[src/rtl/acl_pkg.sv]
// ADXL362 command set, register map and sequencer state codes
// shared by the accelerometer SPI controller and its byte shifter.
package acl_pkg;

    localparam logic [7:0] CMD_WRITE  = 8'h0A;
    localparam logic [7:0] CMD_READ   = 8'h0B;
    localparam logic [7:0] REG_XDATA  = 8'h08;
    localparam logic [7:0] REG_FILTER = 8'h2C;
    localparam logic [7:0] REG_POWER  = 8'h2D;
    localparam logic [7:0] FILTER_VAL = 8'h13;
    localparam logic [7:0] POWER_VAL  = 8'h02;

    localparam logic [2:0] ST_PWRUP  = 3'd0;
    localparam logic [2:0] ST_WR_FLT = 3'd1;
    localparam logic [2:0] ST_GAP1   = 3'd2;
    localparam logic [2:0] ST_WR_PWR = 3'd3;
    localparam logic [2:0] ST_GAP2   = 3'd4;
    localparam logic [2:0] ST_WAIT   = 3'd5;
    localparam logic [2:0] ST_READ   = 3'd6;

    // Byte idx of the frame sent while in transaction state st.
    function automatic logic [7:0] frame_byte(
        input logic [2:0] st,
        input logic [2:0] idx
    );
        logic [7:0] b;
        b = 8'h00;
        case (st)
            ST_WR_FLT: b = (idx == 3'd0) ? CMD_WRITE :
                           (idx == 3'd1) ? REG_FILTER : FILTER_VAL;
            ST_WR_PWR: b = (idx == 3'd0) ? CMD_WRITE :
                           (idx == 3'd1) ? REG_POWER : POWER_VAL;
            ST_READ:   b = (idx == 3'd0) ? CMD_READ :
                           (idx == 3'd1) ? REG_XDATA : 8'h00;
            default:   b = 8'h00;
        endcase
        return b;
    endfunction

endpackage

[src/rtl/spi_byte_shifter.sv]
// Mode-0 SPI byte engine: low half-period, then 8 high/low SCLK pulses.
// A start coincident with done chains the next byte with no SCLK gap.
module spi_byte_shifter #(
    parameter int SCLK_DIV = 50
) (
    input  logic       clk,
    input  logic       rst_n,
    input  logic       start,
    input  logic [7:0] tx,
    input  logic       miso,
    output logic       busy,
    output logic       done,
    output logic [7:0] rx,
    output logic       sclk,
    output logic       mosi
);

    localparam logic [7:0] DIV_LAST = 8'(SCLK_DIV - 1);

    logic       busy_q, busy_d;
    logic [7:0] cnt_q, cnt_d;
    logic [3:0] hp_q, hp_d;
    logic       sclk_q, sclk_d;
    logic       mosi_q, mosi_d;
    logic [7:0] txs_q, txs_d;
    logic [7:0] rx_q, rx_d;
    logic       last_half;

    assign last_half = (cnt_q == DIV_LAST);
    assign done      = busy_q && last_half && (hp_q == 4'd15);
    assign busy      = busy_q;
    assign rx        = rx_q;
    assign sclk      = sclk_q;
    assign mosi      = mosi_q;

    always_comb begin
        busy_d = busy_q;
        cnt_d  = cnt_q;
        hp_d   = hp_q;
        sclk_d = sclk_q;
        mosi_d = mosi_q;
        txs_d  = txs_q;
        rx_d   = rx_q;
        if (start) begin
            busy_d = 1'b1;
            cnt_d  = 8'd0;
            hp_d   = 4'd0;
            sclk_d = 1'b0;
            mosi_d = tx[7];
            txs_d  = {tx[6:0], 1'b0};
        end else if (busy_q) begin
            if (!last_half) begin
                cnt_d = cnt_q + 8'd1;
            end else begin
                cnt_d = 8'd0;
                if (hp_q == 4'd15) begin
                    busy_d = 1'b0;
                    sclk_d = 1'b0;
                end else begin
                    hp_d = hp_q + 4'd1;
                    // even half-periods are low: their end is a rising edge
                    if (!hp_q[0]) begin
                        sclk_d = 1'b1;
                        rx_d   = {rx_q[6:0], miso};
                    end else begin
                        sclk_d = 1'b0;
                        mosi_d = txs_q[7];
                        txs_d  = {txs_q[6:0], 1'b0};
                    end
                end
            end
        end
    end

    always_ff @(posedge clk or negedge rst_n) begin
        if (!rst_n) begin
            busy_q <= 1'b0;
            cnt_q  <= 8'd0;
            hp_q   <= 4'd0;
            sclk_q <= 1'b0;
            mosi_q <= 1'b0;
            txs_q  <= 8'd0;
            rx_q   <= 8'd0;
        end else begin
            busy_q <= busy_d;
            cnt_q  <= cnt_d;
            hp_q   <= hp_d;
            sclk_q <= sclk_d;
            mosi_q <= mosi_d;
            txs_q  <= txs_d;
            rx_q   <= rx_d;
        end
    end

endmodule

[src/rtl/acl_spi_ctrl.sv]
// ADXL362 sequencer: power-up wait, filter/power config writes, then
// periodic X/Y/Z burst reads published with a one-cycle valid strobe.
module acl_spi_ctrl
    import acl_pkg::*;
#(
    parameter int SCLK_DIV      = 50,
    parameter int PWRUP_CYCLES  = 1000000,
    parameter int SAMPLE_PERIOD = 1000000,
    parameter int CS_GAP        = 10
) (
    input  logic       CLK,
    input  logic       RST_N,
    input  logic       HOLD,
    input  logic       ACL_MISO,
    output logic       ACL_SCLK,
    output logic       ACL_MOSI,
    output logic       ACL_CSN,
    output logic [7:0] ACC_X,
    output logic [7:0] ACC_Y,
    output logic [7:0] ACC_Z,
    output logic       DATA_VALID,
    output logic       CFG_DONE
);

    localparam int CMAX = (PWRUP_CYCLES > SAMPLE_PERIOD) ?
                          PWRUP_CYCLES : SAMPLE_PERIOD;
    localparam int CW = $clog2(CMAX + 1);
    localparam int GW = $clog2(CS_GAP + 1);
    localparam logic [CW-1:0] PW_LAST  = CW'(PWRUP_CYCLES - 1);
    localparam logic [CW-1:0] SP_LAST  = CW'(SAMPLE_PERIOD - 1);
    localparam logic [GW-1:0] GAP_LAST = GW'(CS_GAP - 1);
    localparam logic [7:0]    DIV_LAST = 8'(SCLK_DIV - 1);

    logic [2:0]    st_q, st_d;
    logic [CW-1:0] cnt_q, cnt_d;
    logic [GW-1:0] gap_q, gap_d;
    logic [2:0]    bidx_q, bidx_d;
    logic          tail_q, tail_d;
    logic [7:0]    tcnt_q, tcnt_d;
    logic          csn_q, csn_d;
    logic          cfg_q, cfg_d;
    logic          dv_q, dv_d;
    logic [7:0]    ax_q, ax_d, ay_q, ay_d, az_q, az_d;
    logic [7:0]    sx_q, sx_d, sy_q, sy_d;

    logic       sh_start, sh_busy, sh_done;
    logic [7:0] sh_tx, sh_rx;
    logic [2:0] tx_st, tx_idx, last_byte;
    logic       launch, idle_ok;

    assign idle_ok = (gap_q == GAP_LAST) && !sh_busy;

    always_comb begin
        st_d   = st_q;
        cnt_d  = cnt_q;
        gap_d  = gap_q;
        bidx_d = bidx_q;
        tail_d = tail_q;
        tcnt_d = tcnt_q;
        csn_d  = csn_q;
        cfg_d  = cfg_q;
        dv_d   = 1'b0;
        ax_d   = ax_q;
        ay_d   = ay_q;
        az_d   = az_q;
        sx_d   = sx_q;
        sy_d   = sy_q;
        sh_start  = 1'b0;
        launch    = 1'b0;
        tx_st     = st_q;
        tx_idx    = bidx_q + 3'd1;
        last_byte = (st_q == ST_READ) ? 3'd4 : 3'd2;
        if (csn_q && gap_q != GAP_LAST) gap_d = gap_q + GW'(1);
        case (st_q)
            ST_PWRUP: begin
                cnt_d = cnt_q + CW'(1);
                if (cnt_q == PW_LAST) begin
                    st_d   = ST_WR_FLT;
                    tx_st  = ST_WR_FLT;
                    launch = 1'b1;
                end
            end
            ST_GAP1: if (idle_ok) begin
                st_d   = ST_WR_PWR;
                tx_st  = ST_WR_PWR;
                launch = 1'b1;
            end
            ST_GAP2: if (idle_ok) begin
                st_d  = ST_WAIT;
                cfg_d = 1'b1;
                cnt_d = SP_LAST;
            end
            // counter saturates at terminal value until HOLD and gap allow
            ST_WAIT: begin
                if (cnt_q != SP_LAST) begin
                    cnt_d = cnt_q + CW'(1);
                end else if (!HOLD && idle_ok) begin
                    st_d   = ST_READ;
                    tx_st  = ST_READ;
                    launch = 1'b1;
                    cnt_d  = '0;
                end
            end
            ST_WR_FLT, ST_WR_PWR, ST_READ: begin
                if (st_q == ST_READ && cnt_q != SP_LAST) cnt_d = cnt_q + CW'(1);
                if (!tail_q) begin
                    if (sh_done) begin
                        if (st_q == ST_READ && bidx_q == 3'd2) sx_d = sh_rx;
                        if (st_q == ST_READ && bidx_q == 3'd3) sy_d = sh_rx;
                        if (bidx_q == last_byte) begin
                            tail_d = 1'b1;
                            tcnt_d = 8'd0;
                        end else begin
                            bidx_d   = bidx_q + 3'd1;
                            sh_start = 1'b1;
                        end
                    end
                end else if (tcnt_q != DIV_LAST) begin
                    tcnt_d = tcnt_q + 8'd1;
                end else begin
                    csn_d  = 1'b1;
                    gap_d  = '0;
                    tail_d = 1'b0;
                    if (st_q == ST_WR_FLT) begin
                        st_d = ST_GAP1;
                    end else if (st_q == ST_WR_PWR) begin
                        st_d = ST_GAP2;
                    end else begin
                        st_d = ST_WAIT;
                        ax_d = sx_q;
                        ay_d = sy_q;
                        az_d = sh_rx;
                        dv_d = 1'b1;
                    end
                end
            end
            default: st_d = ST_PWRUP;
        endcase
        if (launch) begin
            csn_d    = 1'b0;
            bidx_d   = 3'd0;
            tail_d   = 1'b0;
            sh_start = 1'b1;
            tx_idx   = 3'd0;
        end
        sh_tx = frame_byte(tx_st, tx_idx);
    end

    always_ff @(posedge CLK or negedge RST_N) begin
        if (!RST_N) begin
            st_q   <= ST_PWRUP;
            cnt_q  <= '0;
            gap_q  <= '0;
            bidx_q <= 3'd0;
            tail_q <= 1'b0;
            tcnt_q <= 8'd0;
            csn_q  <= 1'b1;
            cfg_q  <= 1'b0;
            dv_q   <= 1'b0;
            ax_q   <= 8'd0;
            ay_q   <= 8'd0;
            az_q   <= 8'd0;
            sx_q   <= 8'd0;
            sy_q   <= 8'd0;
        end else begin
            st_q   <= st_d;
            cnt_q  <= cnt_d;
            gap_q  <= gap_d;
            bidx_q <= bidx_d;
            tail_q <= tail_d;
            tcnt_q <= tcnt_d;
            csn_q  <= csn_d;
            cfg_q  <= cfg_d;
            dv_q   <= dv_d;
            ax_q   <= ax_d;
            ay_q   <= ay_d;
            az_q   <= az_d;
            sx_q   <= sx_d;
            sy_q   <= sy_d;
        end
    end

    spi_byte_shifter #(
        .SCLK_DIV(SCLK_DIV)
    ) u_shifter (
        .clk  (CLK),
        .rst_n(RST_N),
        .start(sh_start),
        .tx   (sh_tx),
        .miso (ACL_MISO),
        .busy (sh_busy),
        .done (sh_done),
        .rx   (sh_rx),
        .sclk (ACL_SCLK),
        .mosi (ACL_MOSI)
    );

    assign ACL_CSN    = csn_q;
    assign ACC_X      = ax_q;
    assign ACC_Y      = ay_q;
    assign ACC_Z      = az_q;
    assign DATA_VALID = dv_q;
    assign CFG_DONE   = cfg_q;

endmodule

[config.mk]
export PLATFORM = sky130hd
export DESIGN_NAME = acl_spi_ctrl
export DESIGN_NICKNAME = d
export VERILOG_FILES = /design/src/rtl/acl_pkg.sv /design/src/rtl/spi_byte_shifter.sv /design/src/rtl/acl_spi_ctrl.sv
export SDC_FILE = /design/constraint.sdc
export NUM_CORES = 1
export LEC_CHECK = 0
export CAP_MARGIN = 25
export CORE_MARGIN = 2
export CORE_UTILIZATION = 50
export CTS_CLUSTER_SIZE = 30
export DETAILED_ROUTE_END_ITERATION = 12
export PLACE_DENSITY = 0.69
export SYNTH_ARGS = -nofsm -noshare
export SYNTH_HDL_FRONTEND = slang
export SYNTH_SLANG_ARGS = --single-unit
[constraint.sdc]
create_clock -name CLK -period 3.1 [get_ports CLK]
set_input_delay 0.62 -clock CLK [delete_from_list [all_inputs] [get_ports CLK]]
set_output_delay 0.62 -clock CLK [all_outputs]
set_load 0.01 [all_outputs]
==> impl_results.md, run 1 <==
- DIE WIDTH: 110.2 um
- Mapped Nets: 535
- Area Overhead vs Synth: 13.25%
- CP Max Fanout: 8
- Antenna viol nets, final: 0
- Number of gates resized after cts: 0
- Skew-Pair Late Insertion Delay: 0.36 ns
- Critical Path RT: 3.35 ns
- Top Ports: 33
- Async S/R FF share, synth: 1.000
- Library cells used by synthesis: 63
- Gr usage total: 0.2044
- Share of cells above drive strength 1: 0.1706
- First-pass GRT wire length: 19320 um
- Clock skew: 0.008959 ns
- Largest net degree at the start of global routing: 60
- CTS tree: built
- Mean cell area of the mapped netlist: 10.84 um^2
- First drt pass iteration count: 4
- Via count: 4071
- Clk slew on worst S/H paths: 0.08 ns
- Final count of pins violating max slew: 0
- Measured slew at the worst slew-check pin: 0.9488 ns
- Core area: 0.01094 mm^2
- FP Rows: 38
- Chip height: 110.2 um
- Post-synth EDFFs: 0
- Clk buf depth: 2
- Drt drc: 0
- Cell area after synthesis: 0.005637 mm^2
- Initial antenna violation count: 0
- Register area share after synthesis: 0.4974
- IO buf count: 32
- Slowest stage delay, CP: 0.55 ns
- Tmin final: 2.956 ns
- Status: completed
- Pleak: 2.907 nW
- Initial Utilization: 0.5154
- Main synth FF type: dfrtp_1
- TritonCTS buffer count: 9
- Fin cells: 697
- Nets: 568
- Synth Instances: 520
- Vias per inst: 5.841
- Critical Path End Type: register
- Ant. Diodes: 0
- Cell count after placement: 682
- Synth area leaders: dfrtp_1, mux2_2, nor2_1, o21ai_0, ha_1
- Cell chain of the critical path: inv_1 -> ha_1 -> or4b_4 -> or4_4 -> nor3_1 -> and4_2 -> mux2_2
- Synth warnings: 0
- HP Class: primary input to async pin
- Hold violation total from the final report: 0
- GR Overflow Total: 0
- Post-CTS setup buffers: 0
- Finish-stage setup viols: 0
- Sum Neg Setup Slack: 0 ns
- Die Area: 0.01214 mm^2
- Worst path arrival time: 3.21 ns
- Worst VDD drop: 0.3561 mV
- Final worst setup slack: 0.1444 ns
- H-tree levels: 3
- Sink Count: 112
- Slowest-stage cell, CP: or4_4
- Total Routed Length: 11260 um
- Routed length per instance: 16.15 um
- FF+latch count, synth: 112
- Critical Path Start Type: register
- Count leader, synth: dfrtp_1
- Fmax: 338.3 MHz
- Cts-stage hold buffer count: 0
- Finished Core Util: 0.5838
- Area leader, netlist: dfrtp_1
- Final period util: 0.9534
- Post-detail-place hpwl: 7898 um
- Place WS: 0.05912 ns
- DRT iter0 DRCs: 205
- Max cap viols: 0
- RSZ-0062 raised after global routing: no
- CP Class: register to register
- Hold slack: 0.3021 ns
- RD Place Congestion: 0.8704
- PwrDens: 413.6 mW/mm^2
- Slew Limit Headroom: 0.3616
- Top cell type's share of synthesized area: 0.4928
- Vias in the first global route: 3994
- Clock root buffer master: clkbuf_16
- Synth cell count leaders: dfrtp_1, nor2_1, mux2_2
## per-stage QoR
step	total power, mW	instance area, um^2
6_report	2.640	6384
2_1_floorplan	1.490	5637
4_1_cts	2.665	6381
5_1_grt	2.742	6384
3_3_place_gp	1.526	6097
3_5_place_dp	1.527	6097
## critical path: cells and delay by family (launching register included)
kind,cells,cell delay [ns]
flip-flops,1,0.42
adder cells (fa/ha/maj),1,0.13
buffers and inverters,1,0.07
multiplexers,1,0.37
AND/OR/NAND/NOR,4,1.86
## path summary, 6_finish.rpt
check / slack [ns] / depth (start not counted) / from / to
max in group asynchronous: 1.97 / 2 / RST_N / ACL_CSN$_DFFE_PN1P_
min in group CLK: 0.46 / 1 / CFG_DONE$_DFFE_PN0P_ / CFG_DONE$_DFFE_PN0P_
worst min-delay path: 0.30 / 1 / RST_N / u_shifter.mosi$_DFFE_PN0P_
worst min register to register: 0.46 / 1 / CFG_DONE$_DFFE_PN0P_ / CFG_DONE$_DFFE_PN0P_
worst max register to register: 0.14 / 7 / u_shifter.cnt_q[1]$_DFFE_PN0P_ / sx_q[5]$_DFFE_PN0P_
worst max-delay path: 0.14 / 7 / u_shifter.cnt_q[1]$_DFFE_PN0P_ / sx_q[5]$_DFFE_PN0P_
## layer usage
metal,vias up,global-route usage,wire (um)
met2,90,0.3094,5188
li1,1966,-,-
met5,-,0,0
met1,2002,0.2921,5429
met3,13,0.04821,477
met4,0,0.06429,164
## state kept, by name, indices dropped and copies added, names as in the netlist, 3 cells and up
register         count
tcnt_q               8
st_q                 3
ACC_Y                8
cnt_q               20
u_shifter.cnt_q      8
u_shifter.rx         8
sy_q                 8
ACC_Z                8
gap_q                4
u_shifter.hp_q       4
u_shifter.txs_q      7
ACC_X                8
bidx_q               3
sx_q                 8
## kinds of logic after synthesis
logic type | after synthesis | share of synthesized area
AO/OA/AOI/OAI | 113 | 0.1339
XOR/XNOR | 15 | 0.02331
adder cells (fa/ha/maj) | 11 | 0.02442
buffers and inverters | 36 | 0.03174
flip-flops | 112 | 0.4974
multiplexers | 59 | 0.1212
AND/OR/NAND/NOR | 174 | 0.1680
## placed cells by master (no fill, tap or decap), types with 3 or more instances in the layout
cell type,n
and4_1,3
a21oi_1,21
a22o_1,4
clkbuf_16,9
and2_1,5
mux2_4,8
nor2b_1,3
a21o_1,5
o31ai_1,8
o22ai_1,5
or3_1,4
clkdlybuf4s50_1,31
mux2_1,5
nand4_1,12
nand3_1,18
mux2i_1,9
nand3b_1,4
and4_2,3
ha_1,11
buf_4,14
a211oi_1,7
and3_1,6
xor2_1,14
a31oi_1,7
nor4_1,3
nor2_1,49
o211ai_1,3
mux2_2,37
o31a_1,3
nor3_1,10
o21ai_0,34
inv_1,13
nand2_1,31
inv_8,3
nand2b_1,5
dfrtp_1,111
## power breakdown
| part | switching [mW] | total, mW | internal, mW |
|---|---|---|---|
| sequential | 0 | 1.46 | 1.46 |
| clock | 0.581 | 1.15 | 0.565 |
| combinational | 0.0290 | 0.0355 | 0.00647 |
## final cells by class
class,instances,area [um^2]
fill,951,4552
sequential,112,2804
multi-input combinational,372,2656
timing repair buffer,45,415.4
clock buffer,9,225.2
tap,140,175.2
clock inverter,6,58.81
inverter,13,48.80
(Power assumes the default switching activity.)
==> inputs of run 2 (changes only) <==
--- a/config.mk
+++ b/config.mk
@@ -7,10 +7,9 @@
 export LEC_CHECK = 0
 export CAP_MARGIN = 25
 export CORE_MARGIN = 2
-export CORE_UTILIZATION = 50
+export CORE_UTILIZATION = 36
 export CTS_CLUSTER_SIZE = 30
 export DETAILED_ROUTE_END_ITERATION = 12
-export PLACE_DENSITY = 0.69
 export SYNTH_ARGS = -nofsm -noshare
 export SYNTH_HDL_FRONTEND = slang
 export SYNTH_SLANG_ARGS = --single-unit
==> run 2 against run 1 <==
Against the previous run:
- via count down 1.4%
- non-clock buffer count is 2 lower
- sequential share of layout area shrank 0.80 points
- largest cell class unchanged
- highest routed layer unchanged
- clock-buffer cell count is the same
- critical endpoint is now sx_q[7]$_DFFE_PN0P_
- clock skew increased by 0.00071 ns
- combinational power grew 5%
- largest power group unchanged
- critical path depth unchanged
==> impl_results.md, run 2 (same netlist as run 1, synthesis figures left out) <==
- Clk slew on worst S/H paths: 0.08 ns (about the same)
- Area Overhead vs Synth: 15.36%
- Final worst setup slack: 0.1267 ns (-0.01761 ns)
- Critical Path End Type: register
- Share of cells above drive strength 1: 0.1691 (-0.001492)
- Sum Neg Setup Slack: 0 ns (unchanged)
- H-tree levels: 3 (unchanged)
- Antenna viol nets, final: 0 (unchanged)
- Via count: 4015 (-1.4%)
- CP delay by family, top: simple AND/OR/NAND/NOR gates
- First drt pass iteration count: 4 (unchanged)
- Tmin final: 2.973 ns (+0.01761 ns)
- Fin area: 0.006502 mm^2 (+1.9%)
- Finish-stage setup viols: 0 (unchanged)
- CP Max Fanout: 8 (unchanged)
- First-pass GRT wire length: 20360 um (+5.4%)
- Max cap viols: 0 (unchanged)
- Cell count after placement: 751 (+10%)
- Final count of pins violating max slew: 0 (unchanged)
- Number of fill cells: 1441 (+52%)
- Initial antenna violation count: 0 (unchanged)
- WP buf/inv: 1 (unchanged)
- Most frequent cells in the layout: dfrtp_1, nor2_1, mux2_2, o21ai_0
- Crit path launch: u_shifter.cnt_q[1]$_DFFE_PN0P_
- Slowest-stage cell, CP: or4_4
- Cell chain of the critical path: inv_1 -> ha_1 -> or4b_4 -> or4_4 -> nor3_1 -> and4_2 -> mux2_2
- RSZ-0062 raised after global routing: no
- DIE WIDTH: 129.1 um (+17%)
- Nets: 566 (-0.35%)
- Place WS: 0.05912 ns (-0.000002400 ns)
- RD Place Congestion: 0.8567 (-1.6%)
- Ant. Diodes: 0 (unchanged)
- Vias per inst: 5.235 (-10%)
- Largest register FFs: 20 (unchanged)
- Worst VDD drop: 0.2805 mV (-21%)
- Post-detail-place hpwl: 8126 um (+2.9%)
- HP Class: primary input to async pin
- Hold violation total from the final report: 0 (unchanged)
- Multi-input logic area: 0.002656 mm^2 (unchanged)
- Core area: 0.01526 mm^2 (+40%)
- Commonest non-fill, non-tap cell in the layout: dfrtp_1
- Slowest stage delay, CP: 0.55 ns (about the same)
- Clk buf depth: 2 (unchanged)
- Slew Limit Headroom: 0.3723 (+0.01069)
- Total Routed Length: 11530 um (+2.4%)
- Measured slew at the worst slew-check pin: 0.9374 ns (-0.01140 ns)
- Final period util: 0.9591 (+0.005682)
- Placed inst area: 0.006183 mm^2 (+1.4%)
- FP Rows: 45 (+18%)
- DRT iter0 DRCs: 211 (+2.9%)
- Post-CTS setup buffers: 0 (unchanged)
- Fmax: 336.3 MHz (-0.59%)
- Sink Count: 112 (unchanged)
- Critical Path Start Type: register
- Critical Path RT: 3.35 ns (about the same)
- Fin cells: 767 (+10%)
- Pleak: 2.919 nW (+0.42%)
- TritonCTS buffer count: 9 (unchanged)
- Routed length per instance: 15.03 um (-7.0%)
- Drt drc: 0 (unchanged)
- Vias in the first global route: 4017 (+0.58%)
- IO buf count: 32 (unchanged)
- Status: completed
- Finished Core Util: 0.4262 (-0.1576)
- Chip height: 129.1 um (+17%)
- Worst R2R Start: u_shifter.cnt_q[1]$_DFFE_PN0P_
- FF/Latch Area: 0.002804 mm^2 (unchanged)
- Worst path arrival time: 3.23 ns (+0.02 ns)
- Clock root buffer master: clkbuf_16
- Largest Register: cnt_q
- Clock skew: 0.009672 ns (+0.0007137 ns)
- Top Ports: 33 (unchanged)
- Die Area: 0.01667 mm^2 (+37%)
- CTS tree: built
- CP Class: register to register
- Gr usage total: 0.1505 (-0.05397)
- PwrDens: 420.6 mW/mm^2 (+1.7%)
- GR Overflow Total: 0 (unchanged)
- Skew-Pair Late Insertion Delay: 0.36 ns (about the same)
- Largest net degree at the start of global routing: 54 (-10%)
- Initial Utilization: 0.3694 (-0.1460)
## run 2: changes by cell type in the layout (fill, tap and decap cells not counted)
cell        before  now
inv_8            3    2
inv_6            2    0
buf_4           14   11
buf_12           0    1
clkinv_8         0    1
clkinv_4         0    2
clkinvlp_4       1    0
bufinv_16        0    1
clkinv_2         0    1
## run 2: worst paths after layout
check / endpoint / slack [ns] / depth (start not counted)
worst max-delay path: sx_q[7]$_DFFE_PN0P_ / 0.13 / 7
worst min-delay path: u_shifter.hp_q[1]$_DFFE_PN0P_ / 0.24 / 1
worst max register to register: sx_q[7]$_DFFE_PN0P_ / 0.13 / 7
worst min register to register: CFG_DONE$_DFFE_PN0P_ / 0.48 / 1
max in group asynchronous: ACL_CSN$_DFFE_PN1P_ / 2.08 / 2
min in group CLK: CFG_DONE$_DFFE_PN0P_ / 0.48 / 1
## run 2: metrics by stage
stage          power (mW)  hold slack, ns
2_1_floorplan       1.490          0.3244
3_3_place_gp        1.528          0.4447
3_5_place_dp        1.529          0.4629
4_1_cts             2.776          0.2532
5_1_grt             2.831          0.2666
6_report            2.735          0.2394
## run 2: routing by layer
metal / global-route usage / wire length (um) / up-vias
met5: 0 / 0 / -
met4: 0.04412 / 144 / 0
met3: 0.03468 / 373 / 10
met2: 0.2279 / 5137 / 66
met1: 0.2161 / 5869 / 1983
li1: - / - / 1956
## run 2: repair_timing
| action | CTS | global route |
|---|---|---|
| hold endpoints to repair | 0 | 0 |
| gates resized for setup | 0 | 2 |
| setup endpoints to repair | 0 | 16 |
| hold buffers | 0 | 0 |
## run 2: power breakdown
group          internal [mW]  switching (mW)  total [mW]
clock network          0.647           0.591        1.24
registers               1.46               0        1.46
logic                0.00745          0.0299      0.0373
## run 2: final cells by class
class                           instances  share of cell area
Multi-Input combinational cell        372              0.4085
Tap cell                              211             0.04060
Clock inverter                          7             0.01405
Timing Repair Buffer                   43             0.06350
Clock buffer                            9             0.03464
Sequential cell                       112              0.4312
Inverter                               13            0.007504
==> inputs of run 3 (changes only) <==
--- a/config.mk
+++ b/config.mk
@@ -6,10 +6,10 @@
 export NUM_CORES = 1
 export LEC_CHECK = 0
 export CAP_MARGIN = 25
-export CORE_MARGIN = 2
 export CORE_UTILIZATION = 36
 export CTS_CLUSTER_SIZE = 30
 export DETAILED_ROUTE_END_ITERATION = 12
 export SYNTH_ARGS = -nofsm -noshare
 export SYNTH_HDL_FRONTEND = slang
 export SYNTH_SLANG_ARGS = --single-unit
+export TNS_END_PERCENT = 20
==> run 3 against run 2 <==
Against the previous run:
- wire length down 0.46%
- setup slack better by 0.0099 ns
- clock skew fell by 0.0014 ns
- utilization is essentially flat
- cell count is 0.26% higher
- die area decreased by 3.1%
==> impl_results.md, run 3 (same netlist as run 1, synthesis figures left out) <==
- CTS tree: built
- Area Overhead vs Synth: 15.45% (about the same)
- Ant. Diodes: 0 (unchanged)
- Pleak: 2.921 nW (about the same)
- RSZ-0062 raised after global routing: no
- Worst VDD drop: 0.3964 mV (+41%)
- Largest Register: cnt_q
- Finish-stage setup viols: 0 (unchanged)
- Vias in the first global route: 3869 (-3.7%)
- Drt drc: 0 (unchanged)
- Antenna viol nets, final: 0 (unchanged)
- Top Ports: 33 (unchanged)
- Max cap viols: 0 (unchanged)
- Clock root buffer master: clkbuf_16
- Largest register FFs: 20 (unchanged)
- CP Class: register to register
- Post-CTS setup buffers: 0 (unchanged)
- Clk network pwr share: 0.447 (-0.006)
- PwrDens: 416.0 mW/mm^2 (-1.1%)
- GR Overflow Total: 0 (unchanged)
- Core area: 0.01526 mm^2 (unchanged)
- Hold violation total from the final report: 0 (unchanged)
- Final count of pins violating max slew: 0 (unchanged)
- FP Rows: 45 (unchanged)
- Share of cells above drive strength 1: 0.1685 (-0.0006060)
- Critical Path Start Type: register
- Critical Path End Type: register
- Fraction of power spent switching nets: 0.2193 (-0.007632)
- Final worst setup slack: 0.1367 ns (+0.009903 ns)
- Initial Utilization: 0.3694 (unchanged)
- Critical Path RT: 3.34 ns (about the same)
- Largest net degree at the start of global routing: 54 (unchanged)
- Measured slew at the worst slew-check pin: 0.9953 ns (+0.05790 ns)
- HP Class: primary input to async pin
- TritonCTS buffer count: 9 (unchanged)
- Number of fill cells: 1436 (-0.35%)
- Clk slew on worst S/H paths: 0.07 ns (about the same)
- CP Max Fanout: 8 (unchanged)
- Gr usage total: 0.1531 (+0.002634)
- Sum Neg Setup Slack: 0 ns (unchanged)
- First drt pass iteration count: 4 (unchanged)
- IO buf count: 32 (unchanged)
- Via count: 4035 (+0.50%)
- Final period util: 0.9559 (-0.003195)
- First-pass GRT wire length: 19680 um (-3.3%)
- Sink Count: 112 (unchanged)
- Tmin final: 2.963 ns (-0.009903 ns)
- Skew-Pair Late Insertion Delay: 0.36 ns (about the same)
- NetSw: 0.5937 mW (-4.4%)
- RD Place Congestion: 0.8223 (-4.0%)
- Fmax: 337.5 MHz (+0.33%)
- Seq pwr share: 0.539 (+0.005)
- Comb pwr share: 0.014 (about the same)
- Routed length per instance: 14.92 um (-0.72%)
- DIE WIDTH: 127.1 um (-1.5%)
- Total Routed Length: 11470 um (-0.46%)
- Clock skew: 0.008299 ns (-0.001374 ns)
- Vias per inst: 5.247 (+0.24%)
- Clk buf depth: 2 (unchanged)
- Commonest non-fill, non-tap cell in the layout: dfrtp_1
- H-tree levels: 3 (unchanged)
- Chip height: 127.1 um (-1.5%)
- Initial antenna violation count: 0 (unchanged)
- Status: completed
- Internal power: 2.113 mW (about the same)
- Place WS: 0.09524 ns (+0.03613 ns)
- Nets: 568 (+0.35%)
- DRT iter0 DRCs: 207 (-1.9%)
- Most frequent cells in the layout: dfrtp_1, nor2_1, mux2_2, o21ai_0
- Die Area: 0.01616 mm^2 (-3.1%)
- Worst path arrival time: 3.20 ns (-0.03 ns)
- Slew Limit Headroom: 0.3335 (-0.03877)
- Post-detail-place hpwl: 8084 um (-0.52%)
[run 3: cell count changes in the layout (fill, tap and decap cells not counted), sizes merged]
| cell | previous run | this run |
|---|---|---|
| inv | 15 | 17 |
| clkbuf | 9 | 11 |
| clkinv | 4 | 1 |
| buf | 12 | 13 |
[run 3: worst paths after layout]
path,startpoint,endpoint,slack [ns],depth (start not counted)
min in group CLK,CFG_DONE$_DFFE_PN0P_,CFG_DONE$_DFFE_PN0P_,0.47,1
setup / recovery,u_shifter.cnt_q[1]$_DFFE_PN0P_,sx_q[5]$_DFFE_PN0P_,0.14,7
setup reg to reg,u_shifter.cnt_q[1]$_DFFE_PN0P_,sx_q[5]$_DFFE_PN0P_,0.14,7
hold / removal,RST_N,ACC_Y[5]$_DFFE_PN0P_,0.29,1
max in group asynchronous,RST_N,cnt_q[4]$_DFFE_PN0P_,2.01,2
hold reg to reg,CFG_DONE$_DFFE_PN0P_,CFG_DONE$_DFFE_PN0P_,0.47,1
[run 3: power by group through the flow]
stage               sequential [mW]  combinational [mW]  clock, mW
finish                         1.46              0.0367       1.21
global route                   1.46              0.0440       1.32
CTS                            1.46              0.0398       1.26
detailed placement             1.49              0.0398          0
global placement               1.49              0.0386          0
floorplan                      1.49             0.00113          0
[run 3: layout make-up]
type / instances / area, um^2 / share of cell area
Clock buffer: 10 / 229.0 / 0.03519
Clock inverter: 6 / 81.33 / 0.01250
Inverter: 13 / 48.80 / 0.007499
Multi-Input combinational cell: 372 / 2655 / 0.4080
Sequential cell: 112 / 2804 / 0.4309
Tap cell: 211 / 264.0 / 0.04057
Timing Repair Buffer: 45 / 425.4 / 0.06537
[run 3: worst max-delay path, stage by stage (launching register included)]
cell	delay (ns)
dfrtp_1	0.42
inv_1	0.07
ha_1	0.13
or4b_4	0.48
or4_4	0.55
nor3_1	0.35
and4_1	0.47
mux2_2	0.37
[run 3: repair_timing]
action                                  CTS  global route
resized for setup                         0             1
endpoints found under the setup margin    0             8
hold buffers                              0             0
[run 3: per-stage QoR]
| stage | hold WS [ns] | total power [mW] | std cells | util | instance area, um^2 |
|---|---|---|---|---|---|
| final | 0.2913 | 2.707 | 769 | 0.4265 | 6507 |
| after floorplan | 0.3244 | 1.490 | 520 | - | 5637 |
| after global routing | 0.3442 | 2.820 | 769 | 0.4265 | 6507 |
| after detailed placement | 0.4528 | 1.529 | 752 | 0.4057 | 6191 |
| after global placement | 0.4444 | 1.527 | 752 | 0.4057 | 6191 |
| after CTS | 0.3089 | 2.756 | 768 | 0.4261 | 6501 |
[run 3: routing by layer]
metal	track usage	vias up	wire length (um)
li1	-	1957	-
met1	0.2124	2014	5752
met2	0.2379	56	5296
met3	0.03894	8	325
met4	0.04132	0	97
met5	0	-	0
